File: src/rtl/program_sequencer.sv
// program_sequencer: program counter with a return-address stack.
// Each rising edge performs exactly one action, chosen by priority:
// stall > ret > call > jump > increment. A call on a full stack or a ret on
// an empty stack falls back to a plain increment and sets a sticky flag.
// All outputs come straight from registers.
module program_sequencer #(
  parameter int                ADDR_W      = 8,
  parameter int                STACK_DEPTH = 4,
  parameter logic [ADDR_W-1:0] RESET_ADDR  = '0
) (
  input  logic                               clk,
  input  logic                               clr,
  input  logic                               stall,
  input  logic                               jump,
  input  logic                               call,
  input  logic                               ret,
  input  logic [ADDR_W-1:0]                  target,
  output logic [ADDR_W-1:0]                  pc,
  output logic [$clog2(STACK_DEPTH+1)-1:0]   depth,
  output logic                               overflow,
  output logic                               underflow
);

  localparam int DEPTH_W = $clog2(STACK_DEPTH + 1);
  localparam int IDX_W   = (STACK_DEPTH > 1) ? $clog2(STACK_DEPTH) : 1;

  localparam logic [DEPTH_W-1:0] DEPTH_EMPTY = '0;
  localparam logic [DEPTH_W-1:0] DEPTH_FULL  = DEPTH_W'(STACK_DEPTH);

  // Action selected for the coming edge.
  localparam logic [2:0] ACT_HOLD  = 3'd0;  // stall: nothing moves
  localparam logic [2:0] ACT_POP   = 3'd1;  // ret with entries available
  localparam logic [2:0] ACT_UNDER = 3'd2;  // ret on empty stack
  localparam logic [2:0] ACT_PUSH  = 3'd3;  // call with room on the stack
  localparam logic [2:0] ACT_OVER  = 3'd4;  // call on full stack
  localparam logic [2:0] ACT_JUMP  = 3'd5;  // plain jump
  localparam logic [2:0] ACT_INC   = 3'd6;  // sequential fetch

  logic [ADDR_W-1:0]  pc_q,        pc_d;
  logic [DEPTH_W-1:0] depth_q,     depth_d;
  logic               overflow_q,  overflow_d;
  logic               underflow_q, underflow_d;

  logic [ADDR_W-1:0]  stack_q [STACK_DEPTH];

  logic [2:0]         act;
  logic [ADDR_W-1:0]  pc_inc;
  logic               stack_empty;
  logic               stack_full;
  logic [IDX_W-1:0]   push_idx;
  logic [IDX_W-1:0]   pop_idx;
  logic               push_en;

  // pc+1 wraps naturally at 2^ADDR_W; this is also the return address.
  assign pc_inc      = pc_q + ADDR_W'(1);
  assign stack_empty = (depth_q == DEPTH_EMPTY);
  assign stack_full  = (depth_q == DEPTH_FULL);

  // The next free slot is stack[depth]; the top is stack[depth-1]. Only the
  // low index bits are kept: a push never happens when depth equals
  // STACK_DEPTH, and a pop never happens when depth is zero, so the
  // truncated or wrapped indices are only ever used when they are in range.
  assign push_idx = depth_q[IDX_W-1:0];
  assign pop_idx  = push_idx - IDX_W'(1);

  // Priority decode of the control inputs into a single action.
  always_comb begin
    // NOTE: every signal assigned in a combinational block gets a default
    // first, so no path leaves it unassigned and no latch is inferred.
    act = ACT_INC;
    if (stall) begin
      act = ACT_HOLD;
    end else if (ret) begin
      act = stack_empty ? ACT_UNDER : ACT_POP;
    end else if (call) begin
      act = stack_full ? ACT_OVER : ACT_PUSH;
    end else if (jump) begin
      act = ACT_JUMP;
    end
  end

  // Next-state values for pc, depth and the sticky flags.
  always_comb begin
    pc_d        = pc_q;
    depth_d     = depth_q;
    overflow_d  = overflow_q;
    underflow_d = underflow_q;
    push_en     = 1'b0;
    case (act)
      ACT_HOLD: ;
      ACT_POP: begin
        pc_d    = stack_q[pop_idx];
        depth_d = depth_q - DEPTH_W'(1);
      end
      ACT_UNDER: begin
        pc_d        = pc_inc;
        underflow_d = 1'b1;
      end
      ACT_PUSH: begin
        pc_d    = target;
        depth_d = depth_q + DEPTH_W'(1);
        push_en = 1'b1;
      end
      ACT_OVER: begin
        pc_d       = pc_inc;
        overflow_d = 1'b1;
      end
      ACT_JUMP: pc_d = target;
      default:  pc_d = pc_inc;
    endcase
  end

  // Control state: pc, stack depth and sticky flags, cleared asynchronously.
  always_ff @(posedge clk or posedge clr) begin
    if (clr) begin
      // NOTE: registers use non-blocking assignments so every flop samples
      // the pre-edge value of its inputs, regardless of block ordering.
      pc_q        <= RESET_ADDR;
      depth_q     <= DEPTH_EMPTY;
      overflow_q  <= 1'b0;
      underflow_q <= 1'b0;
    end else begin
      pc_q        <= pc_d;
      depth_q     <= depth_d;
      overflow_q  <= overflow_d;
      underflow_q <= underflow_d;
    end
  end

  // Return-address storage, written on a successful call.
  // NOTE: the stack array has no reset; depth=0 after clr makes every entry
  // unreachable, so clearing it would only add reset fan-out.
  always_ff @(posedge clk) begin
    if (push_en) begin
      stack_q[push_idx] <= pc_inc;
    end
  end

  assign pc        = pc_q;
  assign depth     = depth_q;
  assign overflow  = overflow_q;
  assign underflow = underflow_q;

endmodule
File: config.mk
export PLATFORM = sky130hd
export DESIGN_NAME = program_sequencer
export DESIGN_NICKNAME = d
export VERILOG_FILES = /design/src/rtl/program_sequencer.sv
export SDC_FILE = /design/constraint.sdc
export NUM_CORES = 1
export LEC_CHECK = 0
export ABC_AREA = 1
export CELL_PAD_IN_SITES_DETAIL_PLACEMENT = 2
export CELL_PAD_IN_SITES_GLOBAL_PLACEMENT = 2
export CORE_ASPECT_RATIO = 0.5
export CORE_MARGIN = 2
export CORE_UTILIZATION = 31
export DETAILED_ROUTE_END_ITERATION = 8
export HOLD_SLACK_MARGIN = 0.05
export PLACE_DENSITY_LB_ADDON = 0.1
export SLEW_MARGIN = 20
export SYNTH_ARGS = -nofsm -noshare
export SYNTH_HDL_FRONTEND = slang
export SYNTH_SLANG_ARGS = --single-unit
File: constraint.sdc
create_clock -name clk -period 2.4 [get_ports clk]
set_clock_uncertainty 0.1 [all_clocks]
set_input_delay 0.36 -clock clk [delete_from_list [all_inputs] [get_ports clk]]
set_output_delay 0.36 -clock clk [all_outputs]
set_load 0.02 [all_outputs]
==> results.json, run 1 <==
{
  "clkLatencyLatePin_ps": 290,
  "worst_slew_margin_rel_pct": 61.4,
  "critical_path_arrival_ps": 2230,
  "tightest_slew_ps": 574,
  "met3_length_um": 223,
  "effective_utilization_at_floorplan_pct": 32.9,
  "drt-met1-wl_um": 3340,
  "p_per_area_nw_per_um2": 1300,
  "area.growth.synth_to_final_pct": 26.0,
  "clock_path_buffers": 2,
  "routed_wire_length_per_instance_um": 18.8,
  "crit_path_cell_trace": "inv_1, ha_4, nand2_1, a21oi_1, nand2_2, nor2_4, inv_4, fa_1, inv_1, nand2_1, o211ai_1, nand2_1",
  "final_min_period_over_clock_period_pct": 89.5,
  "drc": 0,
  "route.met2.wl_um": 3190,
  "crit-reg2reg-capture": "depth[2]",
  "launch_point_of_the_worst_path": "depth[1]",
  "dr_total_vias": 1775,
  "postRouteWirelength_um": 6790,
  "portBuffers": 26,
  "clockRootBuffer": "clkbuf_16",
  "final_layout_size_suffix_gt1_share_pct": 14.9,
  "layout.core_utilization_pct": 41.5,
  "worstReg2RegStart": "depth[1]",
  "floorplan.die_area_um2": 8020,
  "leakage_nw": 1.13,
  "hold_buffers": 0,
  "avgSynthCellArea_um2": 9.77,
  "globalRouteTotalUtil_pct": 18.5,
  "synth-warning-count": 0,
  "path_common_cell": "nand2_1",
  "cts_post_setup_buffers_inserted": 0,
  "post-route-cell-area_um2": 2840,
  "number_of_resized_instances_in_the_post_cts_repair_step": 0,
  "fmax_mhz": 466,
  "timing.critical_path.to": "depth[2]",
  "final_max_slew_viol_count": 0,
  "clkSinkCount": 45,
  "cts-buffers-inserted": 5,
  "critical_path_launch_point_type": "flip-flop",
  "synthCells": 231,
  "power.ir.vdd_worst_mv": 0.533,
  "synth_area_leaders": "edfxtp_1, dfrtp_1, nand2_1",
  "timing.final.setup_violations": 0,
  "finalWorstPathRequiredPeriod_ps": 2150,
  "max_stage_delay_ps": 380,
  "drt-vias-per-instance": 4.92,
  "status": "completed",
  "antenna_found_initial": 0,
  "floorplan.die.height_um": 64.3,
  "globalplace.congestion": 0.726,
  "postRouteAntennaNets": 0,
  "synth_area_um2": 2260,
  "power.total_mw": 3.69,
  "placeableCoreArea_um2": 6860,
  "netlist.area_leader.share_pct": 42.6,
  "global_route_wire_length_before_repair_um": 10900,
  "synth_nets": 251,
  "dpl.cell_count": 353,
  "worstSetupPathType": "reg2reg",
  "ioPinCount": 27,
  "fillers": 745,
  "drc_violation_total_after_the_first_tritonroute_iteration": 110,
  "die_w_um": 125,
  "critPathSlowestCell": "dfrtp_1",
  "rsz0062_at_grt": "false",
  "grt_remaining_overflow": 0,
  "worst_hold_path_type": "in2async",
  "yosys_register_bits": 45,
  "clk_slew_on_worst_s_h_paths_ps": 60,
  "dpl.hpwl_um": 5140,
  "h_tree_levels": 2,
  "netlist.top_cell.by_area": "edfxtp_1",
  "finalHoldViolCount": 0,
  "worst_case_reg_to_reg_path_depth": 12,
  "synth.lib_cells_used.distinct": 28,
  "first_global_vias": 1971,
  "fin_cells": 361,
  "routed.top_layer": "met4",
  "setup_tns_ps": 0,
  "cts_tree": "built",
  "drv.max_cap_violation_count": 0,
  "seq_area_frac_synth_pct": 57.0,
  "dr.pass1.iters": 4,
  "timing.critical_path.fanout_max": 5,
  "antenna-diode-count": 0,
  "worst_ep_required_time_ps": 2480,
  "worst_setup_path_end_kind": "flip-flop",
  "nets": 288,
  "placement_rows": 21,
  "timing.reg2reg.setup_slack_ps": 250,
  "grt_start_max_net_pins": 22,
  "place_area_um2": 2680
}
## Yosys cell counts
master,count
o211ai_1,1
buf_2,1
a21oi_4,1
clkinv_2,1
ha_1,5
nand3_2,2
inv_1,15
inv_2,3
nand2_2,3
xnor2_1,2
a21oi_1,1
buf_6,4
inv_8,1
a31o_2,1
o21bai_1,1
o21ai_0,20
edfxtp_1,32
nand4_1,1
nor2_4,2
xor2_1,4
o21ai_1,7
nand2_4,1
fa_1,1
nand2_1,55
nor2_1,30
dfrtp_1,13
buf_4,3
nand3_1,20
## state kept, by name (all words and copies together), names as in the netlist
| register | cells |
|---|---|
| pc | 8 |
| depth | 3 |
| underflow | 1 |
| stack_q | 32 |
| overflow | 1 |
## power breakdown
group	switching [mW]	internal (mW)	leakage [nW]
logic	1.09	0.617	0.609
clock network	0.307	0.494	0.0810
registers	0.127	1.05	0.445
## cells by family (layout without fill, tap and decap cells)
logic type                 Yosys count  in the layout  share of synthesized area (%)
and+or+nand+nor                    114            114                           22.1
DFF                                 45             45                           57.0
AOI/OAI and AO/OA                   32             32                           7.99
buffers and inverters               28             66                           6.93
adders and majority gates            6              6                           3.66
xor gates and xnor gates             6              6                           2.33
## worst min-delay path by stage
stage | end | cells past startpoint | slack [ps]
6_report | underflow | 2 | 300
3_5_place_dp | overflow | 1 | 370
5_1_grt | pc[7] | 2 | 360
4_1_cts | underflow | 2 | 320
3_3_place_gp | overflow | 1 | 370
2_1_floorplan | depth[1] | 1 | 140
## area by class of cell
cell class | instances | area [um^2] | area share [%]
repair buffers | 38 | 350 | 12.3
clock inverters | 2 | 38.8 | 1.36
multi-input cells | 158 | 836 | 29.4
flip-flops and latches | 45 | 1290 | 45.3
inverters | 20 | 86.3 | 3.04
well taps | 92 | 115 | 4.05
clock buffers | 6 | 129 | 4.53
## layout by cell type (no fill, tap or decap), drive strengths merged
master and count:
fa 1, clkdlybuf4s50 26, ha 5, a31o 1, o21ai 27, nor2 32, nand4 1, bufinv 1
inv 19, o211ai 1, clkinv 2, clkbuf 6, edfxtp 32, a21oi 2, nand3 22, nand2 59
xor2 4, o21bai 1, dfrtp 13, xnor2 2, buf 12
## layer usage
layer / vias up / global-route usage (%)
li1: 838 / -
met1: 902 / 25.6
met2: 27 / 30.2
met3: 8 / 4.27
met4: 0 / 2.95
met5: - / 0
## worst max-delay path: cells and delay by family, from the launching register on
kind / cells / cell delay [ps]
fa+ha+maj: 2 / 530
simple gates: 5 / 490
flops: 1 / 380
buf+inv: 3 / 280
compound gates: 2 / 230
## metrics by stage
stage / hold WS (ps) / setup slack [ps]
CTS: 320 / 209
global placement: 370 / 71.8
finish: 297 / 252
detailed placement: 366 / -47.5
global route: 359 / 41.1
floorplan: 137 / 6.45
No activity file was read; power rests on OpenSTA's default activity.
==> run 2: changes to the inputs <==
--- a/config.mk
+++ b/config.mk
@@ -12,6 +12,7 @@
 export CORE_MARGIN = 2
 export CORE_UTILIZATION = 31
 export DETAILED_ROUTE_END_ITERATION = 8
+export GPL_ROUTABILITY_DRIVEN = 0
 export HOLD_SLACK_MARGIN = 0.05
 export PLACE_DENSITY_LB_ADDON = 0.1
 export SLEW_MARGIN = 20
==> results of run 2 <==
Same layout as run 1: the final DEF is identical, and so are final timing and power.
